**src/rtl/mc_ctrl_pkg.sv**
```systemverilog
// Shared types and constants for the multicycle RV32I control unit.
package mc_ctrl_pkg;

   // FSM state encoding; 4'hF is unused and recovers to FETCH
   typedef enum logic [3:0] {
      S_FETCH     = 4'd0,
      S_DECODE    = 4'd1,
      S_MEMADR    = 4'd2,
      S_MEMREAD   = 4'd3,
      S_MEMWB     = 4'd4,
      S_MEMWRITE  = 4'd5,
      S_EXECR     = 4'd6,
      S_EXECI     = 4'd7,
      S_ALUWB     = 4'd8,
      S_JAL       = 4'd9,
      S_JALR      = 4'd10,
      S_JALR_LINK = 4'd11,
      S_BRANCH    = 4'd12,
      S_UPPER     = 4'd13,
      S_TRAP      = 4'd14
   } state_e;

   // ALU operation class handed from the FSM to the ALU decoder
   localparam logic [1:0] ALUOP_ADD  = 2'b00;
   localparam logic [1:0] ALUOP_SUB  = 2'b01;
   localparam logic [1:0] ALUOP_FUNC = 2'b10;

   // alu_control codes
   localparam logic [3:0] ALU_ADD  = 4'b0000;
   localparam logic [3:0] ALU_SUB  = 4'b0001;
   localparam logic [3:0] ALU_AND  = 4'b0010;
   localparam logic [3:0] ALU_OR   = 4'b0011;
   localparam logic [3:0] ALU_XOR  = 4'b0100;
   localparam logic [3:0] ALU_SLT  = 4'b0101;
   localparam logic [3:0] ALU_SLTU = 4'b0110;
   localparam logic [3:0] ALU_SLL  = 4'b0111;
   localparam logic [3:0] ALU_SRL  = 4'b1000;
   localparam logic [3:0] ALU_SRA  = 4'b1001;

   // immediate formats
   localparam logic [2:0] IMM_I = 3'b000;
   localparam logic [2:0] IMM_S = 3'b001;
   localparam logic [2:0] IMM_B = 3'b010;
   localparam logic [2:0] IMM_J = 3'b011;
   localparam logic [2:0] IMM_U = 3'b100;

   // datapath mux selects
   localparam logic [1:0] SRCA_PC    = 2'b00;
   localparam logic [1:0] SRCA_OLDPC = 2'b01;
   localparam logic [1:0] SRCA_RS1   = 2'b10;
   localparam logic [1:0] SRCA_ZERO  = 2'b11;
   localparam logic [1:0] SRCB_RS2   = 2'b00;
   localparam logic [1:0] SRCB_IMM   = 2'b01;
   localparam logic [1:0] SRCB_FOUR  = 2'b10;
   localparam logic [1:0] RES_ALUOUT = 2'b00;
   localparam logic [1:0] RES_DATA   = 2'b01;
   localparam logic [1:0] RES_ALURES = 2'b10;

   // major opcodes
   localparam logic [6:0] OP_LOAD   = 7'b0000011;
   localparam logic [6:0] OP_STORE  = 7'b0100011;
   localparam logic [6:0] OP_R      = 7'b0110011;
   localparam logic [6:0] OP_I      = 7'b0010011;
   localparam logic [6:0] OP_BRANCH = 7'b1100011;
   localparam logic [6:0] OP_JAL    = 7'b1101111;
   localparam logic [6:0] OP_JALR   = 7'b1100111;
   localparam logic [6:0] OP_LUI    = 7'b0110111;
   localparam logic [6:0] OP_AUIPC  = 7'b0010111;

   // branch condition from funct3 and the SUB flags; 010/011 never taken
   function automatic logic branch_take(input logic [2:0] f3, input logic zero,
                                        input logic lt, input logic ltu);
      case (f3)
         3'b000:  return zero;
         3'b001:  return !zero;
         3'b100:  return lt;
         3'b101:  return !lt;
         3'b110:  return ltu;
         3'b111:  return !ltu;
         default: return 1'b0;
      endcase
   endfunction

endpackage

```
**src/rtl/mc_control_fsm_alu_decoder.sv**
```systemverilog
// ALU decoder: maps the FSM's aluop class plus funct fields to alu_control.
module alu_decoder
   import mc_ctrl_pkg::*;
(
   input  logic [1:0] i_aluop,
   input  logic [2:0] i_f3,
   input  logic       i_op5,
   input  logic       i_f7,
   output logic [3:0] o_alu_control
);

   // op[5] separates R-type from I-type so immediates with bit30 set never SUB
   always_comb begin
      o_alu_control = ALU_ADD;
      case (i_aluop)
         ALUOP_SUB: o_alu_control = ALU_SUB;
         ALUOP_FUNC: begin
            case (i_f3)
               3'b000:  o_alu_control = (i_op5 && i_f7) ? ALU_SUB : ALU_ADD;
               3'b001:  o_alu_control = ALU_SLL;
               3'b010:  o_alu_control = ALU_SLT;
               3'b011:  o_alu_control = ALU_SLTU;
               3'b100:  o_alu_control = ALU_XOR;
               3'b101:  o_alu_control = i_f7 ? ALU_SRA : ALU_SRL;
               3'b110:  o_alu_control = ALU_OR;
               default: o_alu_control = ALU_AND;
            endcase
         end
         default: o_alu_control = ALU_ADD;
      endcase
   end

endmodule

```
**src/rtl/mc_control_fsm.sv**
```systemverilog
// Multicycle RV32I control unit: Moore sequencer over a shared-memory,
// single-ALU datapath, with branch compare, jalr, lui/auipc, memory wait
// states, illegal-opcode trap and a retired-instruction counter.
module mc_control_fsm
   import mc_ctrl_pkg::*;
#(
   parameter int MEM_HANDSHAKE = 1,
   parameter int SUPPORT_JALR  = 1,
   parameter int SUPPORT_UPPER = 1,
   parameter int CNT_W         = 32
) (
   input  logic             clk,
   input  logic             rst,
   input  logic [6:0]       i_cmd_op,
   input  logic [2:0]       i_cmd_f3,
   input  logic             i_cmd_f7,
   input  logic             i_alu_zero,
   input  logic             i_alu_lt,
   input  logic             i_alu_ltu,
   input  logic             i_mem_ready,
   output logic             o_mem_req,
   output logic             o_mem_write,
   output logic             o_ir_write,
   output logic             o_pc_write,
   output logic             o_adr_src,
   output logic             o_reg_write,
   output logic [2:0]       o_imm_src,
   output logic [1:0]       o_alu_src_a,
   output logic [1:0]       o_alu_src_b,
   output logic [1:0]       o_result_src,
   output logic [3:0]       o_alu_control,
   output logic             o_retire,
   output logic [CNT_W-1:0] o_instret,
   output logic             o_trap,
   output logic [3:0]       o_state_out
);

   state_e           r_state;
   state_e           w_next;
   logic [CNT_W-1:0] r_instret;

   logic       w_ready;
   logic       w_mem_req, w_mem_write, w_ir_write, w_adr_src, w_reg_write;
   logic       w_pc_update, w_branch, w_retire, w_trap;
   logic [1:0] w_src_a, w_src_b, w_res_src, w_aluop;
   logic [2:0] w_imm_src;
   logic [3:0] w_alu_control;

   // with handshaking disabled every memory access completes in one cycle
   assign w_ready = (MEM_HANDSHAKE != 0) ? i_mem_ready : 1'b1;

   // state register; reset overrides any pending memory wait
   always_ff @(posedge clk) begin
      if (rst) r_state <= S_FETCH;
      else     r_state <= w_next;
   end

   // next-state logic
   always_comb begin
      w_next = r_state;
      case (r_state)
         S_FETCH:    if (w_ready) w_next = S_DECODE;
         S_DECODE: begin
            case (i_cmd_op)
               OP_LOAD, OP_STORE: w_next = S_MEMADR;
               OP_R:              w_next = S_EXECR;
               OP_I:              w_next = S_EXECI;
               OP_BRANCH:         w_next = S_BRANCH;
               OP_JAL:            w_next = S_JAL;
               OP_JALR:           w_next = (SUPPORT_JALR != 0) ? S_JALR : S_TRAP;
               OP_LUI, OP_AUIPC:  w_next = (SUPPORT_UPPER != 0) ? S_UPPER : S_TRAP;
               default:           w_next = S_TRAP;
            endcase
         end
         S_MEMADR:    w_next = (i_cmd_op == OP_STORE) ? S_MEMWRITE : S_MEMREAD;
         S_MEMREAD:   if (w_ready) w_next = S_MEMWB;
         S_MEMWB:     w_next = S_FETCH;
         S_MEMWRITE:  if (w_ready) w_next = S_FETCH;
         S_EXECR,
         S_EXECI:     w_next = S_ALUWB;
         S_ALUWB:     w_next = S_FETCH;
         S_JAL:       w_next = S_ALUWB;
         S_JALR:      w_next = S_JALR_LINK;
         S_JALR_LINK: w_next = S_FETCH;
         S_BRANCH:    w_next = S_FETCH;
         S_UPPER:     w_next = S_ALUWB;
         S_TRAP:      w_next = S_TRAP;
         default:     w_next = S_FETCH;
      endcase
   end

   // per-state control outputs; memory-wait cycles keep the request up but write nothing
   always_comb begin
      w_mem_req   = 1'b0;
      w_mem_write = 1'b0;
      w_ir_write  = 1'b0;
      w_adr_src   = 1'b0;
      w_reg_write = 1'b0;
      w_pc_update = 1'b0;
      w_branch    = 1'b0;
      w_retire    = 1'b0;
      w_trap      = 1'b0;
      w_src_a     = SRCA_PC;
      w_src_b     = SRCB_RS2;
      w_res_src   = RES_ALUOUT;
      w_aluop     = ALUOP_ADD;
      case (r_state)
         S_FETCH: begin
            w_mem_req = 1'b1;
            if (w_ready) begin
               w_ir_write  = 1'b1;
               w_src_b     = SRCB_FOUR;
               w_res_src   = RES_ALURES;
               w_pc_update = 1'b1;
            end
         end
         S_DECODE: begin
            w_src_a = SRCA_OLDPC;
            w_src_b = SRCB_IMM;
         end
         S_MEMADR: begin
            w_src_a = SRCA_RS1;
            w_src_b = SRCB_IMM;
         end
         S_MEMREAD: begin
            w_mem_req = 1'b1;
            w_adr_src = 1'b1;
         end
         S_MEMWB: begin
            w_res_src   = RES_DATA;
            w_reg_write = 1'b1;
            w_retire    = 1'b1;
         end
         S_MEMWRITE: begin
            w_mem_req   = 1'b1;
            w_adr_src   = 1'b1;
            w_mem_write = 1'b1;
            w_retire    = w_ready;
         end
         S_EXECR: begin
            w_src_a = SRCA_RS1;
            w_aluop = ALUOP_FUNC;
         end
         S_EXECI: begin
            w_src_a = SRCA_RS1;
            w_src_b = SRCB_IMM;
            w_aluop = ALUOP_FUNC;
         end
         S_ALUWB: begin
            w_reg_write = 1'b1;
            w_retire    = 1'b1;
         end
         S_JAL: begin
            w_src_a     = SRCA_OLDPC;
            w_src_b     = SRCB_FOUR;
            w_pc_update = 1'b1;
         end
         S_JALR: begin
            w_src_a     = SRCA_RS1;
            w_src_b     = SRCB_IMM;
            w_res_src   = RES_ALURES;
            w_pc_update = 1'b1;
         end
         S_JALR_LINK: begin
            w_src_a     = SRCA_OLDPC;
            w_src_b     = SRCB_FOUR;
            w_res_src   = RES_ALURES;
            w_reg_write = 1'b1;
            w_retire    = 1'b1;
         end
         S_BRANCH: begin
            w_src_a  = SRCA_RS1;
            w_aluop  = ALUOP_SUB;
            w_branch = 1'b1;
            w_retire = 1'b1;
         end
         S_UPPER: begin
            w_src_a = (i_cmd_op == OP_LUI) ? SRCA_ZERO : SRCA_OLDPC;
            w_src_b = SRCB_IMM;
         end
         S_TRAP:  w_trap = 1'b1;
         default: ;
      endcase
   end

   // immediate format follows the opcode directly, independent of state
   always_comb begin
      w_imm_src = IMM_I;
      case (i_cmd_op)
         OP_STORE:         w_imm_src = IMM_S;
         OP_BRANCH:        w_imm_src = IMM_B;
         OP_JAL:           w_imm_src = IMM_J;
         OP_LUI, OP_AUIPC: w_imm_src = IMM_U;
         default:          w_imm_src = IMM_I;
      endcase
   end

   alu_decoder u_alu_dec (
      .i_aluop       (w_aluop),
      .i_f3          (i_cmd_f3),
      .i_op5         (i_cmd_op[5]),
      .i_f7          (i_cmd_f7),
      .o_alu_control (w_alu_control)
   );

   // retired-instruction counter, wraps naturally at CNT_W bits
   always_ff @(posedge clk) begin
      if (rst)           r_instret <= '0;
      else if (w_retire) r_instret <= r_instret + CNT_W'(1);
   end

   assign o_mem_req     = w_mem_req;
   assign o_mem_write   = w_mem_write;
   assign o_ir_write    = w_ir_write;
   assign o_pc_write    = w_pc_update |
                          (w_branch & branch_take(i_cmd_f3, i_alu_zero, i_alu_lt, i_alu_ltu));
   assign o_adr_src     = w_adr_src;
   assign o_reg_write   = w_reg_write;
   assign o_imm_src     = w_imm_src;
   assign o_alu_src_a   = w_src_a;
   assign o_alu_src_b   = w_src_b;
   assign o_result_src  = w_res_src;
   assign o_alu_control = w_alu_control;
   assign o_retire      = w_retire;
   assign o_instret     = r_instret;
   assign o_trap        = w_trap;
   assign o_state_out   = r_state;

endmodule

```
**config.mk**
```make
export PLATFORM = sky130hd
export DESIGN_NAME = mc_control_fsm
export DESIGN_NICKNAME = d
export VERILOG_FILES = /design/src/rtl/mc_ctrl_pkg.sv /design/src/rtl/mc_control_fsm_alu_decoder.sv /design/src/rtl/mc_control_fsm.sv
export SDC_FILE = /design/constraint.sdc
export NUM_CORES = 1
export LEC_CHECK = 0
export ABC_CLOCK_PERIOD_IN_PS = 2000
export CAP_MARGIN = 10
export CELL_PAD_IN_SITES_DETAIL_PLACEMENT = 0
export CELL_PAD_IN_SITES_GLOBAL_PLACEMENT = 1
export CORE_MARGIN = 3
export CORE_UTILIZATION = 25
export DETAILED_ROUTE_END_ITERATION = 7
export PLACE_DENSITY = 0.66
export SETUP_SLACK_MARGIN = 0.4
export SKIP_CTS_REPAIR_TIMING = 1
export SLEW_MARGIN = 20
export SYNTH_ARGS = -nofsm -noshare
export SYNTH_HDL_FRONTEND = slang
export SYNTH_SLANG_ARGS = --single-unit
```
**constraint.sdc**
```tcl
create_clock -name clk -period 2 [get_ports clk]
set_input_delay 0.4 -clock clk [delete_from_list [all_inputs] [get_ports clk]]
set_output_delay 0.4 -clock clk [all_outputs]
set_load 0.005 [all_outputs]
```
Word-level counts from Yosys, hierarchy flattened. Cells that the tools add are included.

Add/sub/neg operators: 1. Equality and inequality tests: 35. Mux-type cells: 28. Bitwise logic cells: 2. Reductions and logical operators: 21.

Operator list (number): 4-bit case mux with 7 select lines (2); 32-bit by 1-bit adder with 32-bit output, second input constant (1); 4-bit case mux with 8 select lines (1); 4-bit equality test, second input constant (7); 7-bit by 6-bit equality test with 1-bit output, second input constant (3); 7-bit equality test, second input constant (3); 2-bit case mux with 3 select lines (3); 4-bit by 3-bit equality test with 1-bit output, second input constant (4); 7-bit by 5-bit equality test with 1-bit output, second input constant (2); 2-bit OR reduction (7); 3-bit equality test, second input constant (4); 4-bit two-way mux (3); 3-bit case mux with 4 select lines (1); 1-bit two-way mux (10); 5-bit OR reduction (2); 3-bit OR reduction (3); 4-bit by 2-bit equality test with 1-bit output, second input constant (2); 4-bit case mux with 2 select lines (1); 4-bit OR reduction (2); 7-bit by 2-bit equality test with 1-bit output, second input constant (1); 3-bit by 2-bit equality test with 1-bit output, second input constant (2); 2-bit inequality test, second input constant (3); 1-bit case mux with 6 select lines (1); 4-bit by 1-bit equality test with 1-bit output, second input constant (1); other kinds (14) (18).

Register bits: 36. Input port bits: 17. Output and inout port bits: 57. Logic and storage cells: 89.

Logic depth before layout (Yosys ltp).
Depth in word-level cells: 5. Mapped depth: 8. Gate-level depth less buffers: 7.

Modules after synthesis. Synthesis repeated with hierarchy kept, for this count alone.

Cells, all modules: 308. Area, all modules: 2412.3 um2.

Modules (own cells, without submodules): mc_control_fsm (times used 1, cells an instance 289, area an instance 2290.9 um2, sequential area each 720.7 um2); alu_decoder (times used 1, cells an instance 19, area an instance 121.4 um2, sequential area each 0.0 um2).

Least setup slack after synthesis. OpenSTA, ideal clock, no wires.

Path type: register to output. From: register r_state[0] (netlist: o_state_out[0]). To: output port o_alu_control[1]. Arrival: 1646 ps. Data required time: 1600 ps. Setup slack: -46 ps. Stages on the path, launching flop included: 6. Path buffers: 1. Cell sequence: dfxtp_1 buf_2 nand2b_1 or3_1 ha_1 nor3b_1.

Word-level cells in the longest chain between the ends: 5. Elaborated cells between the ends (all ways): 8. Classes of those cells: 5 x eq/ne; 2 x mux; 1 x reduce/logical.

Ends and longest elaborated chain: from (decl) (line mc_control_fsm.sv:38) `state_e r_state;`; from (signal assigned) (line mc_control_fsm.sv:55) `else r_state <= w_next;`; 4-bit by 3-bit equality test with 1-bit output (line mc_control_fsm.sv:107) `case (r_state)`; 2-bit OR reduction (no line); 2-bit case mux with 2 select lines * (line mc_control_fsm.sv:107); 2-bit equality test or 2-bit by 1-bit equality test with 1-bit output (tied branches) (line mc_control_fsm_alu_decoder.sv:15) `case (i_aluop)`; 4-bit case mux with 2 select lines * (line mc_control_fsm_alu_decoder.sv:15); to (decl) (line mc_control_fsm.sv:31) `output logic [3:0] o_alu_control,`.

Mark *: on every way between the ends. The rest lies on a longest branch, timed or not.

Worst setup path after layout.
From: register r_state[1] (netlist: o_state_out[1]). To: output port o_alu_control[1].

The elaborated chain is that of the path after synthesis.

==> results.md <==
* Drt via density at approximately 5
* Setup crit end kind: primary output
* Non-filler cells, final at roughly 600
* Root buf cell: clkbuf_8
* First DRT Iteration DRCs at 84
* Post-route minimum period at around 2.1 ns
* Crit path DAT at ~1.7 ns
* Area delta synth->final at 96.0%
* Seq cells post-synth at 36
* Post-Syn Instances at 312
* Die ar. at 10700 µm²
* Synth top area cells: dfxtp_1 (30%), o21ai_0 (5.7%), xor2_1 (5.5%)
* Failing checks: setup timing
* Critical-path top delay cell: or3_4
* Starting Density at 0.264
* CP Max Fanout at 4
* PD cells at 698 nW/µm²
* Final WS setup at -0.0977 ns
* Clock sinks at 36
* CTS clk-pin slew, worst paths at roughly 0.070 ns
* Max Clock Skew at around 0.0054 ns
* CP delay by family, top: simple AND/OR/NAND/NOR gates
* Total Nets Final at 490
* Slew Limit Fails at 0
* First-pass GRT wire length at around 13000 µm
* Clk_lat worst skew at 0.28 ns
* Final wirelength at approximately 8600 µm
* FMAX at 0.477 GHz
* First-pass DRT Iterations at 4
* Post-Syn Area at 2370 µm²
* Antenna Nets Post-Route at 0
* Final period util at 1.05
* Post-layout util at 0.517
* Startpoint types: register
* Core area at 8980 µm²
* Synth async-reset ratio at 0
* Commonest cells after routing, fill and taps aside: buf_4 (52), buf_6 (41), clkdlybuf4s50_1 (30), nor2_1 (27), dlymetal6s2s_1 (23)
* Netlist cell types at 47
* Least-Margin Pin Slew at approximately 0.47 ns
* Antenna cell count at 0
* Sequential fraction of the synthesis area at 0.304
* Buffers on Ports at 73
* CP Data Required Time at between 1.5 and 2 ns
* Commonest non-fill, non-tap cell in the layout: buf_4
* Bufs on Longest Clock Path at 2
* CTS tree: built
* Syn_area_per_cell at roughly 7.6 µm²
* Crit Path Class: register to primary output
* Hold Violations, Final at 0
* Max incr delay on CP at approximately 0.42 ns
* Yosys top cell by area: dfxtp_1
* Prevailing post-synth register cell: dfxtp_1
* Unrepaired setup endpoints after global routing: true
* Number of enable flip-flop cells after synthesis at 0
* DRC at 0
* Hold Crit Start: o_instret[6]
* DP HPWL at around 5900 µm
* Pre-CTS WS at -0.434 ns
* Placed insts at 550
* CP cell instances: buf_6 > or3_4 > ha_4 > nor3b_2 > clkbuf_2
* Vias at about 2900
* Routed wire per std cell at 14.4 µm
* Setup crit start: o_state_out[1]
* Width of the die at between 100 and 150 µm
* Static leakage at about 0.0020 µW
* Initial antenna violation count at 0
* Min-delay worst type: register to register
* Synth Net Count at approximately 330
* Maximum vdd drop at between 0.2 and 0.3 mV
* Vias in the first global route at 2576
* Final Total Pwr at 3240 µW
* Synth warnings at 0
* Rows at 34
* Largest net degree at the start of global routing at 23
* Die height at between 100 and 150 µm
* Layout cell share with drive strength beyond 1 at 0.473
* Max-Cap Viols at 0
* Grt ovf at 0
* Synth top area share at 0.304
* RePlAce Congestion at between 0.8 and 0.9
* Status: finished, violations left
* Total GRT Usage at 0.145
* Final setup viols at 4
* Inserted Clock Buffers at 5
* Start of the worst register-to-register path: o_state_out[1]
* CP Buf/Inv Count at 2
* Slew HR at 0.685
* TNS Setup at -0.311 ns
* IO Pins at 74
* H-tree Lvls at 2
## cells in the mapped netlist, types with 2 or more instances
library cell	n
nor4bb_1	2
nand3b_1	3
nand2_1	21
ha_1	3
buf_1	2
nand2b_1	5
nor3_1	8
or3_1	15
and2_1	5
o2111ai_1	5
mux2i_1	4
nor2b_1	5
o21ai_0	27
nand3_1	7
and3_1	8
o22ai_1	2
dfxtp_1	36
nand4_1	6
a21oi_1	26
nor2_1	33
or4_1	4
clkbuf_1	14
nor3b_1	2
inv_1	9
o21a_1	3
o211ai_1	8
xnor2_1	5
a221oi_1	3
o31ai_1	5
xor2_1	15
and4_1	2
buf_2	4
## power by group
part	internal, µW	switching, µW	total, µW
Clock	233	254	487
Sequential	760	49.5	809
Combinational	1080	866	1940
## cells by family (layout without fill, tap and decap cells)
kind of cell / count (synthesis) / after routing / synth area share
flip-flops: 36 / 36 / 0.304
AND/OR/NAND/NOR: 131 / 131 / 0.298
buffers and inverters: 29 / 186 / 0.0481
AO/OA/AOI/OAI: 88 / 88 / 0.238
adder cells (fa/ha/maj): 3 / 3 / 0.0158
XOR/XNOR: 20 / 20 / 0.0740
multiplexers: 5 / 5 / 0.0217
## cell type report
class,instances,area (µm²)
Sequential cell,36,795
Tap cell,126,158
Inverter,9,33.8
Fill cell,844,4330
Clock buffer,6,72.6
Multi-Input combinational cell,247,1930
Timing Repair Buffer,171,1650
## worst min-delay path: stages (launching register included)
cell and delay (ns):
dfxtp_2 0.33, o21ai_0 0.06, a21oi_1 0.06
## registers in the layout, summed over array words and instances (netlist names)
signal / count
o_state_out: 4
o_instret: 32
## path summary, 6_finish.rpt
kind | end | slack, ns | cells past startpoint
max | o_alu_control[1] | -0.1 | 5
min | o_instret[6] | 0.49 | 2
max reg2reg | o_instret[26] | 0.02 | 8
min reg2reg | o_instret[6] | 0.49 | 2
## stage by stage
step	area, µm²	hold WS [ns]
after CTS	3760	0.498
final	4640	0.494
after global placement	3690	0.475
after detailed placement	3690	0.482
after floorplan	2490	0.472
after global routing	4640	0.517
## routing by layer
layer  track usage  vias to the layer above  wire length [µm]
li1              -                     1445                 -
met1         0.204                     1407              3840
met2         0.233                       45              4440
met3        0.0275                        8               227
met4        0.0289                        0                86
met5             0                        -                 0
No activity file was read; power rests on OpenSTA's default activity.
==> edit 1, RTL diff (same settings) <==
`CNT_W`: 32 -> 36.
--- a/src/rtl/mc_control_fsm.sv
+++ b/src/rtl/mc_control_fsm.sv
@@ -7,7 +7,7 @@
    parameter int MEM_HANDSHAKE = 1,
    parameter int SUPPORT_JALR  = 1,
    parameter int SUPPORT_UPPER = 1,
-   parameter int CNT_W         = 32
+   parameter int CNT_W         = 36
 ) (
    input  logic             clk,
    input  logic             rst,
Interface: changed (resized o_instret); port bits go from 74 to 78. The function was not compared with the original's and may differ.
==> edit 1 against the unedited design <==
  * The flow still finishes with violations (negative setup slack)
  * Critical path depth up 2
  * Sequential power rose by 13%
  * Combinational power rose by 58%
  * Total power rose by 39%
  * Cell count rose by 15%
  * Synthesized area is 11% higher
  * Sequential cell count increased by 4
  * Design area up 21%
  * Non-clock buffer count up 51
  * First-iteration DRC count up 76%
  * Worst setup slack improved by 0.065 ns
  * Routed wire length is 23% higher
  * Highest routed layer unchanged
==> edit 1: results (changes against the unedited design) <==
Status
  • Outcome: complete, but fails checks
  • Failing checks: negative setup slack

Worst setup path
  • Worst Path Arrival: 1.63 ns (-0.07 ns)
  • Slowest-stage cell, CP: dfxtp_4
  • CP max stage delay: 0.39 ns (-0.03 ns)
  • Reg2reg setup slack: 0.05 ns (+0.03 ns)

Synthesis
  • Post-Synthesis Cells: 345 (+11%)
  • Sequential-to-total area share from yosys stat: 30.58% (+0.15 points)
  • Synth Flop Type: dfxtp_1
  • Count of cell types in the netlist: 48 (+2.1%)
  • Syn nets: 365 (+9.9%)
  • Ys Warns: 0 (unchanged)
  • Post-synth top cells: dfxtp_1, nor2_1, a21oi_1
  • Synth area leaders: dfxtp_1, a21oi_1, o21ai_0

Clock tree
  • Later-pin clock latency in the skew report: around 0.29 ns
  • H-tree depth: 2 (unchanged)

Drt
  • Initial DRC count: 148 (+76%)
  • Avg Vias per Cell: 4.997 (+2.3%)
  • Total Wirelength: 10,590 um (+23%)
  • Met1 WL: 4596 um (+20%)
  • DRT Pass-1 Iters: 5 (+1)
  • Met2 wire len: 5411 um (+22%)
  • Vias: 3,413 (+17%)
  • Top routing layer used: met4
  • Met3 wire len: 443 um (+95%)

Hold path
  • Worst min path class: reg -> reg

Layout
  • Max reg flops: 36 (+13%)
  • Nets: 570 (+16%)
  • Antenna fix cells: 0 (unchanged)
  • Fillers: 877 (+3.9%)
  • Fraction of layout cells with a size suffix above 1: 56.36% (+9.0 points)

Timing
  • Worst Skew: 0.005146 ns (-0.0002956 ns)
  • Final WS setup: -0.03216 ns (+0.06549 ns)
  • Slew HR: 80.34% (+12 points)
  • Setup TNS: -0.03216 ns (+0.2788 ns)
  • Number of setup violations in the final report: 1 (-3)
  • Min Tclk post-route: 2.032 ns (-0.06549 ns)

Placed design
  • Placer Congestion: 0.7961 (-1.4%)
  • Inst Count DP: 601 (+9.3%)
  • HPWL Detailed: 6347 um (+8.5%)
  • I/O Buffers: 77 (+5.5%)
  • Pre-CTS setup slack: -0.6442 ns (-0.2104 ns)

Global routing
  • Global Route Usage Sum: 14.36% (-0.17 points)
  • First-pass GRT wire length: 13,940 um (+11%)
  • Largest net degree at the start of global routing: 21 (-8.7%)
  • Vias in the first global route: 2,962 (+15%)

Pwr
  • Leak: 2.727 nW (+34%)
  • Maximum VDD drop: 0.3668 mV (+33%)
[edit 1: cell count changes in the layout (fill, tap and decap cells not counted), sizes merged, moves of 8 or more]
cell | before | now
buf | 106 | 157
clkdlybuf4s50 | 30 | 17
dlymetal6s2s | 23 | 35
o31ai | 5 | 14
or3 | 15 | 6
or4 | 4 | 12
[edit 1: path summary, 6_finish.rpt]
check,start,end,cells past startpoint
worst max-delay path,o_state_out[3],o_alu_control[0],7
worst min-delay path,o_instret[30],o_instret[30],2
worst max register to register,o_state_out[3],o_instret[32],8
worst min register to register,o_instret[30],o_instret[30],2
[edit 1: layout make-up]
cell class / instances / share of cell area (%)
clock buffer: 6 / 1.293
clock inverter: 1 / 0.08915
inverter: 15 / 1.003
multi-input combinational: 266 / 40.52
sequential: 40 / 15.96
tap: 133 / 2.964
timing repair buffer: 222 / 38.18
[edit 1: power breakdown]
part	switching, W	internal (W)	leakage [nW]
Clock	0.000294	0.000238	0.0410
Sequential	0.0000682	0.000843	0.347
Combinational	0.00134	0.00173	2.34
[edit 1: metal layers]
layer  vias up  GRT usage (%)
met1      1643          18.95
met2        77          23.71
met3        13          3.343
met5         -              0
met4         0          3.427
li1       1680              -
[edit 1: kinds of logic after synthesis]
| logic type | count (synthesis) | share of synthesized area (%) |
|---|---|---|
| adder cells (fa/ha/maj) | 3 | 1.434 |
| buffers and inverters | 39 | 5.876 |
| flip-flops | 40 | 30.58 |
| multiplexers | 3 | 1.194 |
| AO/OA/AOI/OAI | 104 | 24.75 |
| AND/OR/NAND/NOR | 136 | 29.48 |
| XOR/XNOR | 20 | 6.689 |
[edit 1: critical path: cells and delay by family (launching register included)]
family	cells	cell delay [ns]
and+or+nand+nor	3	0.39
AOI/OAI and AO/OA	1	0.06
adders and majority gates	1	0.27
buffers and inverters	2	0.23
DFF	1	0.39
[edit 1: stage by stage]
step	total power, W	hold slack, ns	area, um^2
finish	0.004509	0.4874	5614
global route	0.004775	0.5135	5614
CTS	0.003305	0.5074	4180
detailed placement	0.002752	0.4948	4103
global placement	0.002754	0.4850	4103
floorplan	0.001862	0.4745	2799
==> edit 2, RTL diff (same flow settings) <==
Without the edit above. Reset style: asynchronous (`rst`), changed in 2 clocked blocks.
--- a/src/rtl/mc_control_fsm.sv
+++ b/src/rtl/mc_control_fsm.sv
@@ -50,7 +50,7 @@
    assign w_ready = (MEM_HANDSHAKE != 0) ? i_mem_ready : 1'b1;
 
    // state register; reset overrides any pending memory wait
-   always_ff @(posedge clk) begin
+   always_ff @(posedge clk or posedge rst) begin
       if (rst) r_state <= S_FETCH;
       else     r_state <= w_next;
    end
@@ -204,7 +204,7 @@
    );
 
    // retired-instruction counter, wraps naturally at CNT_W bits
-   always_ff @(posedge clk) begin
+   always_ff @(posedge clk or posedge rst) begin
       if (rst)           r_instret <= '0;
       else if (w_retire) r_instret <= r_instret + CNT_W'(1);
    end
Check against the original RTL: differs if rst is asserted again (counterexample within 4 cycles, from zero or initial values and one cycle with rst high); with rst held inactive, the same outputs for 10 cycles.
==> edit 2 against the unedited design <==
  * The run still ends with negative setup slack left
  * Largest cell class is now non-clock buffers
  * Worst setup slack worse by 0.10 ns
  * Routed wire length is 9.3% lower
  * Total power is 35% higher
  * Synthesized area is 4.0% lower
  * Critical endpoint is now o_pc_write
  * Sequential cell count stayed put
  * Highest routed layer unchanged
  * Clock skew is 0.0023 ns higher
  * Largest power group unchanged
  * Design area hardly changed
  * Core utilization is 1.2 points higher
  * Clock power is 14% higher
  * Combinational power is 46% higher
  * Global-route usage is 2.1 points lower
==> edit 2: results (changes against the unedited design) <==
Layout
  • Nets: 449 (-8.4%)
  • Fraction of layout cells with a size suffix above 1: 53.02% (+5.7 points)

Worst setup path
  • CP Max Fanout: 3 (-1)

Synthesis
  • Synth Area in Compound Gates: 13.15% (-11 points)
  • Adder-cell share of the synthesized area: 1.650% (+0.065 points)
  • Syn nets: 267 (-20%)
  • Post-synth ARST share: 100.0% (+100 points)
  • Sequential-to-total area share from yosys stat: 39.60% (+9.2 points)
  • XOR/XNOR share of the synthesized area: 13.86% (+6.5 points)
  • Synth area leaders: dfrtp_1, xnor2_1, nand4_1
  • Post-synth top cells: dfrtp_1, xnor2_1, nor2_1

Global routing
  • Global Route Usage Sum: 12.44% (-2.1 points)
  • First-pass GRT wire length: 10,430 um (-17%)
  • Largest net degree at the start of global routing: 37 (+61%)

Placed design
  • Placer Congestion: 0.8228 (+2.0%)
  • HPWL Detailed: 4927 um (-16%)
  • Inst Count DP: 468 (-15%)
  • Pre-CTS setup slack: -0.7728 ns (-0.3389 ns)

Timing
  • Worst Skew: 0.007695 ns (+0.002254 ns)
  • Number of setup violations in the final report: 12 (+8)
  • Final WS setup: -0.1982 ns (-0.1005 ns)
  • Slew @ Worst Pin: 0.4766 ns (+0.004705 ns)

Status
  • Outcome: complete, but fails checks
  • Failing checks: negative setup slack

Pwr
  • Leak: 2.697 nW (+32%)
  • Maximum VDD drop: 0.2983 mV (+7.9%)

Drt
  • Avg Vias per Cell: 4.730 (-3.1%)
  • Routed wire per std cell: 14.49 um (+0.26%)
  • Total Wirelength: 7793 um (-9.3%)
[edit 2: cell count changes in the layout (fill, tap and decap cells not counted), sizes merged, moves of 16 or more]
cell and change:
clkdlybuf4s50 -22, nor2 -16, a21oi -19, dlymetal6s2s +16, buf +28, xnor2 +25, dfxtp -36, dfrtp +36
[edit 2: through the flow]
stage	instance area [um^2]	TNS (ns)	util (%)	total power (W)	hold WS (ns)
after detailed placement	3562	-5.562	40.65	0.002926	0.4662
after CTS	3656	-8.212	41.72	0.003493	0.4832
after global placement	3562	-5.547	40.65	0.002920	0.4611
after floorplan	2409	0	-	0.001950	0.4683
final	4639	-1.544	52.94	0.004361	0.4807
after global routing	4639	-2.662	52.94	0.004644	0.4965
[edit 2: cell families (layout without fill, tap and decap cells)]
| logic type | count (synthesis) | count (layout) |
|---|---|---|
| AND/OR/NAND/NOR | 102 | 102 |
| AO/OA/AOI/OAI | 44 | 44 |
| XOR/XNOR | 36 | 36 |
| flip-flops | 36 | 36 |
| buffers and inverters | 23 | 206 |
| adder cells (fa/ha/maj) | 3 | 3 |
| multiplexers | 3 | 3 |
[edit 2: worst paths after layout]
| check | cells past startpoint | slack [ns] | endpoint | from |
|---|---|---|---|---|
| max in group asynchronous | 3 | 1.10 | o_state_out[3] | rst |
| min in group asynchronous | 3 | 0.53 | o_instret[11] | rst |
| hold reg to reg | 1 | 0.48 | o_instret[31] | o_instret[31] |
| hold / removal | 1 | 0.48 | o_instret[31] | o_instret[31] |
| setup / recovery | 7 | -0.20 | o_pc_write | o_state_out[2] |
| setup reg to reg | 11 | 0.04 | o_instret[6] | o_state_out[1] |
[edit 2: per-layer routing]
metal | vias to the layer above | share of wire [%] | global-route usage (%)
met4 | 0 | 0.82 | 2.761
met1 | 1242 | 43 | 17.36
met5 | - | 0 | 0
met3 | 6 | 4.5 | 3.168
met2 | 51 | 51 | 19.42
li1 | 1246 | - | -
[edit 2: critical path, stage by stage (launching register included)]
cell and delay [ns]:
dfrtp_1 0.41, buf_4 0.14, nor2b_4 0.12, buf_4 0.12, buf_6 0.11, a311o_1 0.30, a31o_2 0.20, buf_6 0.11
[edit 2: cell type report]
cell class	instances	area [um^2]
Clock buffer	7	86.33
Clock inverter	1	7.507
Fill cell	797	4124
Inverter	11	43.79
Multi-Input combinational cell	188	1692
Sequential cell	36	914.6
Tap cell	108	135.1
Timing Repair Buffer	187	1760
[edit 2: power by group through the flow]
stage | sequential [W] | clock (W) | combinational, W
floorplan | 0.000984 | 0 | 0.000966
global placement | 0.000997 | 0 | 0.00192
detailed placement | 0.00100 | 0 | 0.00193
CTS | 0.000987 | 0.000569 | 0.00194
global route | 0.000987 | 0.000603 | 0.00305
finish | 0.000976 | 0.000554 | 0.00283
